## src/rtl/mem_pkg.sv

```systemverilog
`default_nettype none
// ============================================================================
//  Module   : mem_pkg
//  Purpose  : Shared widths and controller state encoding for the 4x8 memory.
//  Revision : 1.0
// ============================================================================
package mem_pkg;

    localparam int MEM_DATA_W = 8;
    localparam int MEM_ADDR_W = 2;

    typedef enum logic [2:0] {
        INIT = 3'd0,
        IDLE = 3'd1,
        WR   = 3'd2,
        RD   = 3'd3,
        WAIT = 3'd4,
        RSP  = 3'd5
    } mem_init_state_e;

endpackage
`default_nettype wire

```

## src/rtl/mem_initiator.sv

```systemverilog
`default_nettype none
// ============================================================================
//  Module   : mem_initiator
//  Purpose  : Sweeps memory to INIT_VAL after reset, then sequences client
//             read/write commands into memory strobes with registered outputs.
//  Revision : 1.0
// ============================================================================
module mem_initiator
    import mem_pkg::*;
#(
    parameter int                DATA_W   = MEM_DATA_W,
    parameter int                ADDR_W   = MEM_ADDR_W,
    parameter int                RD_LAT   = 1,
    parameter logic [DATA_W-1:0] INIT_VAL = '0
) (
    input  logic              clk,
    input  logic              rst,
    input  logic              cmd_valid,
    output logic              cmd_ready,
    input  logic              cmd_we,
    input  logic [ADDR_W-1:0] cmd_addr,
    input  logic [DATA_W-1:0] cmd_wdata,
    output logic              rsp_valid,
    input  logic              rsp_ready,
    output logic [DATA_W-1:0] rsp_data,
    output logic              init_done,
    output logic [ADDR_W-1:0] mem_addr,
    output logic              mem_wr_en,
    output logic              mem_rd_en,
    output logic [DATA_W-1:0] mem_w_data,
    input  logic [DATA_W-1:0] mem_r_data
);

    localparam logic [ADDR_W-1:0] c_LAST_ADDR = '1;
    localparam logic [2:0]        c_LAT_LAST  = 3'(RD_LAT - 1);

    mem_init_state_e   r_state,    w_state;
    logic [2:0]        r_lat_cnt,  w_lat_cnt;
    logic [ADDR_W-1:0] r_init_cnt, w_init_cnt;

    logic              w_cmd_ready;
    logic              w_rsp_valid;
    logic [DATA_W-1:0] w_rsp_data;
    logic              w_init_done;
    logic [ADDR_W-1:0] w_mem_addr;
    logic              w_mem_wr_en;
    logic              w_mem_rd_en;
    logic [DATA_W-1:0] w_mem_w_data;

    // Every output is computed one cycle ahead so it can come straight from a flop.
    always_comb begin
        w_state      = r_state;
        w_lat_cnt    = r_lat_cnt;
        w_init_cnt   = r_init_cnt;
        w_cmd_ready  = 1'b0;
        w_rsp_valid  = 1'b0;
        w_rsp_data   = rsp_data;
        w_init_done  = init_done;
        w_mem_addr   = mem_addr;
        w_mem_wr_en  = 1'b0;
        w_mem_rd_en  = 1'b0;
        w_mem_w_data = mem_w_data;

        case (r_state)
            INIT: begin
                // The last sweep write is already on the bus when this holds.
                if (mem_wr_en && (mem_addr == c_LAST_ADDR)) begin
                    w_state     = IDLE;
                    w_init_done = 1'b1;
                    w_cmd_ready = 1'b1;
                end else begin
                    w_mem_wr_en  = 1'b1;
                    w_mem_addr   = r_init_cnt;
                    w_mem_w_data = INIT_VAL;
                    if (r_init_cnt != c_LAST_ADDR) begin
                        w_init_cnt = r_init_cnt + 1'b1;
                    end
                end
            end
            IDLE: begin
                w_cmd_ready = 1'b1;
                if (cmd_valid && cmd_ready) begin
                    w_cmd_ready = 1'b0;
                    w_mem_addr  = cmd_addr;
                    if (cmd_we) begin
                        w_state      = WR;
                        w_mem_wr_en  = 1'b1;
                        w_mem_w_data = cmd_wdata;
                    end else begin
                        w_state     = RD;
                        w_mem_rd_en = 1'b1;
                    end
                end
            end
            WR: begin
                w_state     = IDLE;
                w_cmd_ready = 1'b1;
            end
            RD: begin
                w_state   = WAIT;
                w_lat_cnt = 3'd0;
            end
            WAIT: begin
                if (r_lat_cnt == c_LAT_LAST) begin
                    w_state     = RSP;
                    w_rsp_valid = 1'b1;
                    w_rsp_data  = mem_r_data;
                end else begin
                    w_lat_cnt = r_lat_cnt + 3'd1;
                end
            end
            RSP: begin
                w_rsp_valid = 1'b1;
                if (rsp_ready) begin
                    w_rsp_valid = 1'b0;
                    w_state     = IDLE;
                    w_cmd_ready = 1'b1;
                end
            end
            default: begin
                w_state = INIT;
            end
        endcase
    end

    always_ff @(posedge clk) begin
        if (!rst) begin
            r_state    <= INIT;
            r_lat_cnt  <= 3'd0;
            r_init_cnt <= '0;
            cmd_ready  <= 1'b0;
            rsp_valid  <= 1'b0;
            rsp_data   <= '0;
            init_done  <= 1'b0;
            mem_addr   <= '0;
            mem_wr_en  <= 1'b0;
            mem_rd_en  <= 1'b0;
            mem_w_data <= '0;
        end else begin
            r_state    <= w_state;
            r_lat_cnt  <= w_lat_cnt;
            r_init_cnt <= w_init_cnt;
            cmd_ready  <= w_cmd_ready;
            rsp_valid  <= w_rsp_valid;
            rsp_data   <= w_rsp_data;
            init_done  <= w_init_done;
            mem_addr   <= w_mem_addr;
            mem_wr_en  <= w_mem_wr_en;
            mem_rd_en  <= w_mem_rd_en;
            mem_w_data <= w_mem_w_data;
        end
    end

endmodule
`default_nettype wire

```

## config.mk

```make
export PLATFORM = sky130hd
export DESIGN_NAME = mem_initiator
export DESIGN_NICKNAME = d
export VERILOG_FILES = /design/src/rtl/mem_pkg.sv /design/src/rtl/mem_initiator.sv
export SDC_FILE = /design/constraint.sdc
export NUM_CORES = 1
export LEC_CHECK = 0
export BUFFER_PORTS_ARGS = -buffer_cell sky130_fd_sc_hd__buf_2
export CAP_MARGIN = 10
export CORE_ASPECT_RATIO = 1.1
export CORE_MARGIN = 3
export CORE_UTILIZATION = 35
export CTS_CLUSTER_DIAMETER = 50
export DETAILED_ROUTE_END_ITERATION = 10
export PLACE_DENSITY_LB_ADDON = 0.3
export SYNTH_ARGS = -nofsm -noshare
export SYNTH_HDL_FRONTEND = slang
export SYNTH_SLANG_ARGS = --single-unit
```

## constraint.sdc

```tcl
create_clock -name clk -period 1.98 [get_ports clk]
set_input_delay 0 -clock clk [delete_from_list [all_inputs] [get_ports clk]]
set_output_delay 0 -clock clk [all_outputs]
set_load 0.05 [all_outputs]
```

==> results of run 1 <==
## synthesized netlist by cell type, types with 3 or more instances
| cell type | n | area [um^2] |
|---|---|---|
| ha_1 | 3 | 37.5 |
| nand2_1 | 25 | 93.8 |
| nor2b_1 | 5 | 31.3 |
| a21oi_1 | 3 | 15.0 |
| clkbuf_1 | 7 | 26.3 |
| mux2i_1 | 11 | 110 |
| nand3_1 | 13 | 65.1 |
| a21boi_1 | 8 | 60.1 |
| o21ai_1 | 10 | 50.1 |
| inv_1 | 5 | 18.8 |
| dfxtp_1 | 31 | 621 |
## metrics by stage
step | setup WS (ns) | hold WS [ns] | instances | instance area [um^2]
2_1_floorplan | 0.128 | 0.0716 | 155 | 1410
3_3_place_gp | 0.449 | 0.190 | 247 | 1710
3_5_place_dp | 0.400 | 0.193 | 247 | 1710
4_1_cts | 0.375 | 0.0215 | 272 | 1980
5_1_grt | 0.287 | 0.0556 | 272 | 1980
6_report | 0.372 | 0.0242 | 272 | 1980
## worst max-delay path: cells and delay by family, from the launching register on
kind	cells	cell delay, ns
compound gates	1	0.28
simple gates	1	0.58
flops	1	0.46
mux	1	0.22
## where the power goes
| part | internal [uW] | switching (uW) | total [uW] |
|---|---|---|---|
| registers | 646 | 18.4 | 665 |
| clock network | 317 | 224 | 541 |
| logic | 87.8 | 89.8 | 178 |
| total | 1050 | 332 | 1380 |
## path summary, 6_finish.rpt
path,from,end,slack (ns)
max reg2reg,r_state[1],r_lat_cnt[1],0.37
max,r_state[1],r_lat_cnt[1],0.37
min reg2reg,mem_w_data[0],mem_w_data[0],0.46
min,rsp_ready,cmd_ready,0.02
## layout make-up
cell class              instances  share of cell area
clock buffers                   8              0.0505
inverters                       6              0.0114
multi-input cells             108               0.367
flip-flops and latches         31               0.313
well taps                      50              0.0316
repair buffers                 69               0.226
## what timing repair did
| item | CTS | global route |
|---|---|---|
| hold buffers | 17 | 0 |
| endpoints found under the hold margin | 17 | 0 |
| setup endpoints to repair | 0 | 0 |
## logic make-up (layout without fill, tap and decap cells)
logic type | count (synthesis) | in the layout | synth area share
adders and majority gates | 3 | 3 | 0.0266
DFF | 31 | 31 | 0.440
AOI/OAI and AO/OA | 33 | 33 | 0.174
muxes | 13 | 13 | 0.0940
and+or+nand+nor | 59 | 59 | 0.222
buffers and inverters | 16 | 83 | 0.0443
## placed cells by master, fill, tap and decap left out, types with 2 or more instances in the layout
master,count
a21oi_1,3
nor2b_1,5
a21boi_1,8
a31oi_1,2
buf_4,7
inv_1,5
ha_1,3
o22ai_1,2
nand2b_1,2
nand2_1,25
o221a_1,2
clkbuf_8,7
nor4bb_1,2
mux2i_1,11
nor3b_1,2
mux2_1,2
buf_2,45
nand3b_1,2
dfxtp_1,31
nand3_1,13
o211ai_1,2
o21ai_1,10
dlygate4sd3_1,17
## sequential cells by signal, indices dropped and copies added (netlist names)
signal and flops:
mem_w_data 8, rsp_data 8, r_lat_cnt 3, r_state 3, mem_addr 2, r_init_cnt 2, cmd_ready 1, init_done 1
mem_rd_en 1, mem_wr_en 1, rsp_valid 1
## metal layers
metal	up-vias	track usage	routed length (um)
met4	0	0.0609	54
met3	5	0.0601	223
li1	678	-	-
met1	575	0.178	1500
met2	37	0.220	1500
met5	-	0	0
==> impl_metrics.csv, run 1 <==
group,metric,value,unit
die,fp-row-count,23,
finish,fill_count,358,
setup_path,crit_path_cell_trace,"or3b_1, o21ai_1, mux2i_1",
route,vias,1295,
route,drt-pass1-iter-count,4,
synthesis,synth-warning-count,0,
global_routing,number_of_antenna_violations_at_the_first_check_in_global_routing,0,
cts,post-cts-setup-buffers,0,
synthesis,postSynthRegisterBits,31,
synthesis,synth_edf_count,0,
setup_path,critical_path_source_type,"flip-flop",
setup_path,cp_max_fo,13,
placed_design,place_congestion,0.809,
die,design.die.area,4830,um^2
die,fp.coreArea,3770,um^2
route,drt_drc,0,
die,num_io_pins,46,
global_routing,grt_first_pass_wirelength,5280,um
global_routing,overflow,0,
setup_path,r2r_cells,3,
timing,slew_viol_final,0,
timing,final.setup_skew,0.00420,ns
synthesis,synth-async-reset-ratio,0,
synthesis,postSynthNetCount,181,
pwr,p_leak,0.000902,uW
finish,area.growth.synth_to_final,40.4,%
timing,achievable-frequency,622,MHz
cts,cts-buffers-inserted,5,
finish,final-seq-area,621,um^2
global_routing,vias_in_the_first_global_route,1163,
timing,report.final.hold_viol_count,0,
route,route.antenna.remaining_nets,0,
die,die-height,72.6,um
timing,timing.max_slew.rel_slack,0.671,
synthesis,synth.lib_cells_used.distinct,35,
finish,layout-drive-gt1-share,0.279,
route,route.detailed.vias_per_inst,4.76,
die,die_w,66.5,um
timing,fin_setup_tns,0,ns
setup_path,critPathMaxStageDelay,0.58,ns
setup_path,cp.required,2.18,ns
cts,tritoncts,"built",
setup_path,critical-path-slowest-cell,"or3b_1",
pwr,vdd_drop_max,0.357,mV
finish,multi_input_area,728,um^2
worst_hold_path,hold_path_depth,3,
global_routing,groute.usage.overall,0.144,
cts,numClockSinks,31,
die,initial_core_util,0.374,
timing,setup_violations,0,
synthesis,synthCells,155,
setup_path,cp_data_arrival_time,1.81,ns
route,route.detailed.wl_per_inst,12.1,um
run,max-cap-violations,0,
worst_hold_path,min-delay-path-class,"primary input to flip-flop",
cts,htree_num_levels,2,
route,drt_iter0_drc,46,
finish,postLayoutCoreUtil,0.526,
timing,period_share,0.812,
cts,clk_transition_reported_paths,0.06,ns
synthesis,syn_area,1410,um^2
synthesis,seq_area_frac_synth,0.440,
run_status,result_of_the_run,"finished clean",
synthesis,synth_area_per_cell,9.11,um^2
synthesis,ys_dominant_reg_cell,"dfxtp_1",
global_routing,grt_start_max_net_pins,33,
pwr,areal_power_density_over_the_cells,698,nW/um^2
cts,cts.path.max_buffers,2,
cts,cts-root-buf,"clkbuf_8",
timing,setup_repair_after_global_routing_missed_its_margin,"no",
finish,num_antenna_cells,0,
timing,period_needed,1.61,ns
placed_design,port-buffer-count,45,
setup_path,end_kind,"flip-flop",
route,routed_wl,3280,um
timing,worstMarginPinSlew,0.493,ns
cts,post_cts_resized,0,
setup_path,setup.worst_path.class,"flip-flop to flip-flop",
placed_design,detailedPlacementHpwl,2150,um
finish,nNetsFinal,247,
cts,clk_latency,0.28,ns
pwr,design_power_total,1380,uW
Power figures use the tool's default switching activity.
==> inputs of run 2 (changes only) <==
- clock period: 1.98 -> 1.4 ns (I/O delays scaled with it)
==> run 2 against run 1 <==
Net effect:
- worst setup slack got worse by 0.35 ns
- final cell count up 3.3%
- global-route usage increased by 1.9 points
- total power up 44%
- clock power is 42% higher
- worst hold slack got worse by 0.013 ns
- count of clock-buffer cells in the layout unchanged
- critical path type is now primary input to flip-flop
- highest routed layer unchanged
==> impl_metrics.csv, run 2 (synthesis gave the netlist of run 1 again) <==
group,metric,value,unit
run_status,result_of_the_run,"finished clean",
worst_hold_path,min-delay-path-class,"primary input to flip-flop",
global_routing,groute.usage.overall,0.163,
placed_design,placement.setup.worst_slack,-0.00541,ns
route,routed_wl,3870,um
timing,final.setup_skew,0.00561,ns
cts,numClockSinks,31,
timing,achievable-frequency,724,MHz
setup_path,end_kind,"flip-flop",
global_routing,number_of_antenna_violations_at_the_first_check_in_global_routing,0,
die,fp-row-count,23,
timing,setup_ws,0.0189,ns
placed_design,place_congestion,0.851,
setup_path,worstReg2RegStart,"cmd_ready",
finish,final-seq-area,642,um^2
route,route.antenna.remaining_nets,0,
finish,area.growth.synth_to_final,52.0,%
die,initial_core_util,0.374,
cts,clk_transition_reported_paths,0.06,ns
finish,layout_commonest_cell,"buf_2",
global_routing,grt_first_pass_wirelength,5940,um
die,die-height,72.6,um
pwr,vdd_drop_max,0.588,mV
pwr,p_leak,0.000998,uW
finish,num_antenna_cells,0,
timing,holdWs,0.0108,ns
route,drt-pass1-iter-count,6,
die,design.die.area,4830,um^2
cts,cts.path.max_buffers,2,
pwr,switching_share,0.246,
finish,multi_input_area,772,um^2
route,drt_drc,0,
cts,htree_num_levels,2,
route,route.detailed.vias_per_inst,4.90,
worst_hold_path,hold_end,"cmd_ready",
cts,clk_latency,0.28,ns
timing,setup_repair_after_global_routing_missed_its_margin,"yes",
global_routing,grt_start_max_net_pins,33,
finish,nNetsFinal,256,
setup_path,cp.required,1.61,ns
global_routing,overflow,0,
timing,timing.max_slew.rel_slack,0.767,
route,route.detailed.wl_per_inst,13.8,um
placed_design,detailedPlacementHpwl,2400,um
setup_path,worst_r2r_endpoint,"mem_w_data[7]",
timing,fin_setup_tns,0,ns
pwr,clock_power_share,0.385,
die,num_io_pins,46,
pwr,p_int,1510,uW
setup_path,setup_slack_reg_to_reg,0.03,ns
timing,report.final.hold_viol_count,0,
finish,layout-drive-gt1-share,0.364,
setup_path,cp_data_arrival_time,1.59,ns
timing,period_needed,1.38,ns
pwr,sequentialPowerShare,0.474,
setup_path,setup.worst_path.class,"primary input to flip-flop",
finish,largestRegisters,"mem_w_data (8), rsp_data (8)",
route,drt_iter0_drc,64,
finish,fill_count,340,
timing,slew_viol_final,0,
pwr,net-switching-power,491,uW
timing,period_share,0.987,
setup_path,cp_max_fo,4,
global_routing,vias_in_the_first_global_route,1275,
timing,worstMarginPinSlew,0.348,ns
placed_design,port-buffer-count,45,
setup_path,critical_path_source_type,"primary input",
pwr,power.share.combinational,0.141,
finish,most-common-layout-cells,"buf_2 (46), nand2_1 (25), dfxtp_1 (24)",
cts,cts-root-buf,"clkbuf_8",
route,vias,1378,
die,die_w,66.5,um
cts,tritoncts,"built",
cts,cts-buffers-inserted,5,
worst_hold_path,hold_path_startpoint,"rsp_ready",
worst_hold_path,hold_path_depth,3,
die,fp.coreArea,3770,um^2
setup_path,r2r_cells,4,
timing,setup_violations,0,
pwr,areal_power_density_over_the_cells,931,nW/um^2
run,max-cap-violations,0,
==> run 2: cell types whose count changed in the layout (fill, tap and decap cells not counted), moves of 2 or more <==
cell / delta
buf_6: +2
dfxtp_4: +5
dfxtp_2: +2
buf_4: +5
nor3b_2: +2
nor3b_1: -2
dfxtp_1: -7
==> run 2: per-layer routing <==
| metal | up-vias | part of all wire | track usage |
|---|---|---|---|
| li1 | 701 | - | - |
| met1 | 638 | 0.43 | 0.198 |
| met2 | 34 | 0.50 | 0.269 |
| met3 | 5 | 0.054 | 0.0539 |
| met5 | - | 0 | 0 |
| met4 | 0 | 0.013 | 0.0542 |
==> run 2: area by class of cell <==
type,count,area share
Tap cell,50,0.0292
Timing Repair Buffer,78,0.254
Inverter,6,0.0105
Multi-Input combinational cell,108,0.360
Clock buffer,8,0.0467
Sequential cell,31,0.299
==> run 2: power groups by stage <==
stage          Combinational (uW)  Clock (uW)  Sequential (uW)
2_1_floorplan                99.5           0             1010
3_3_place_gp                  223           0              961
3_5_place_dp                  224           0              965
4_1_cts                       274         786              945
5_1_grt                       300         843              950
6_report                      281         769              947
==> run 2: worst max-delay path: stages <==
cell and delay (ns):
dlygate4sd3_1 0.52, buf_2 0.14, nand3_4 0.07, a2111oi_4 0.38, bufbuf_16 0.32, mux2i_1 0.16
==> run 2: worst max path at each step <==
stage	start	end	slack [ns]	cells after the start
CTS	r_state[1]	mem_w_data[6]	0.002	5
finish	cmd_we	mem_w_data[7]	0.02	6
detailed placement	r_state[0]	mem_w_data[6]	-0.005	4
floorplan	mem_wr_en	mem_w_data[0]	-0.17	3
global route	cmd_we	mem_w_data[2]	-0.02	6
global placement	r_state[1]	r_init_cnt[1]	0.04	4
==> run 2: what timing repair did <==
action | CTS | global route
gates cloned | 1 | 1
buffers inserted | 1 | 0
hold endpoints to repair | 17 | 0
endpoints found under the setup margin | 2 | 26
resized for setup | 1 | 14
pin swaps | 1 | 2
hold buffers | 17 | 0
==> run 2: metrics by stage <==
step,power (uW),instance area (um^2),cells,util
after global routing,2090,2140,281,0.569
final,2000,2140,281,0.569
after CTS,2010,2110,281,0.560
after global placement,1180,1800,254,0.477
after floorplan,1110,1430,155,-
after detailed placement,1190,1800,254,0.477
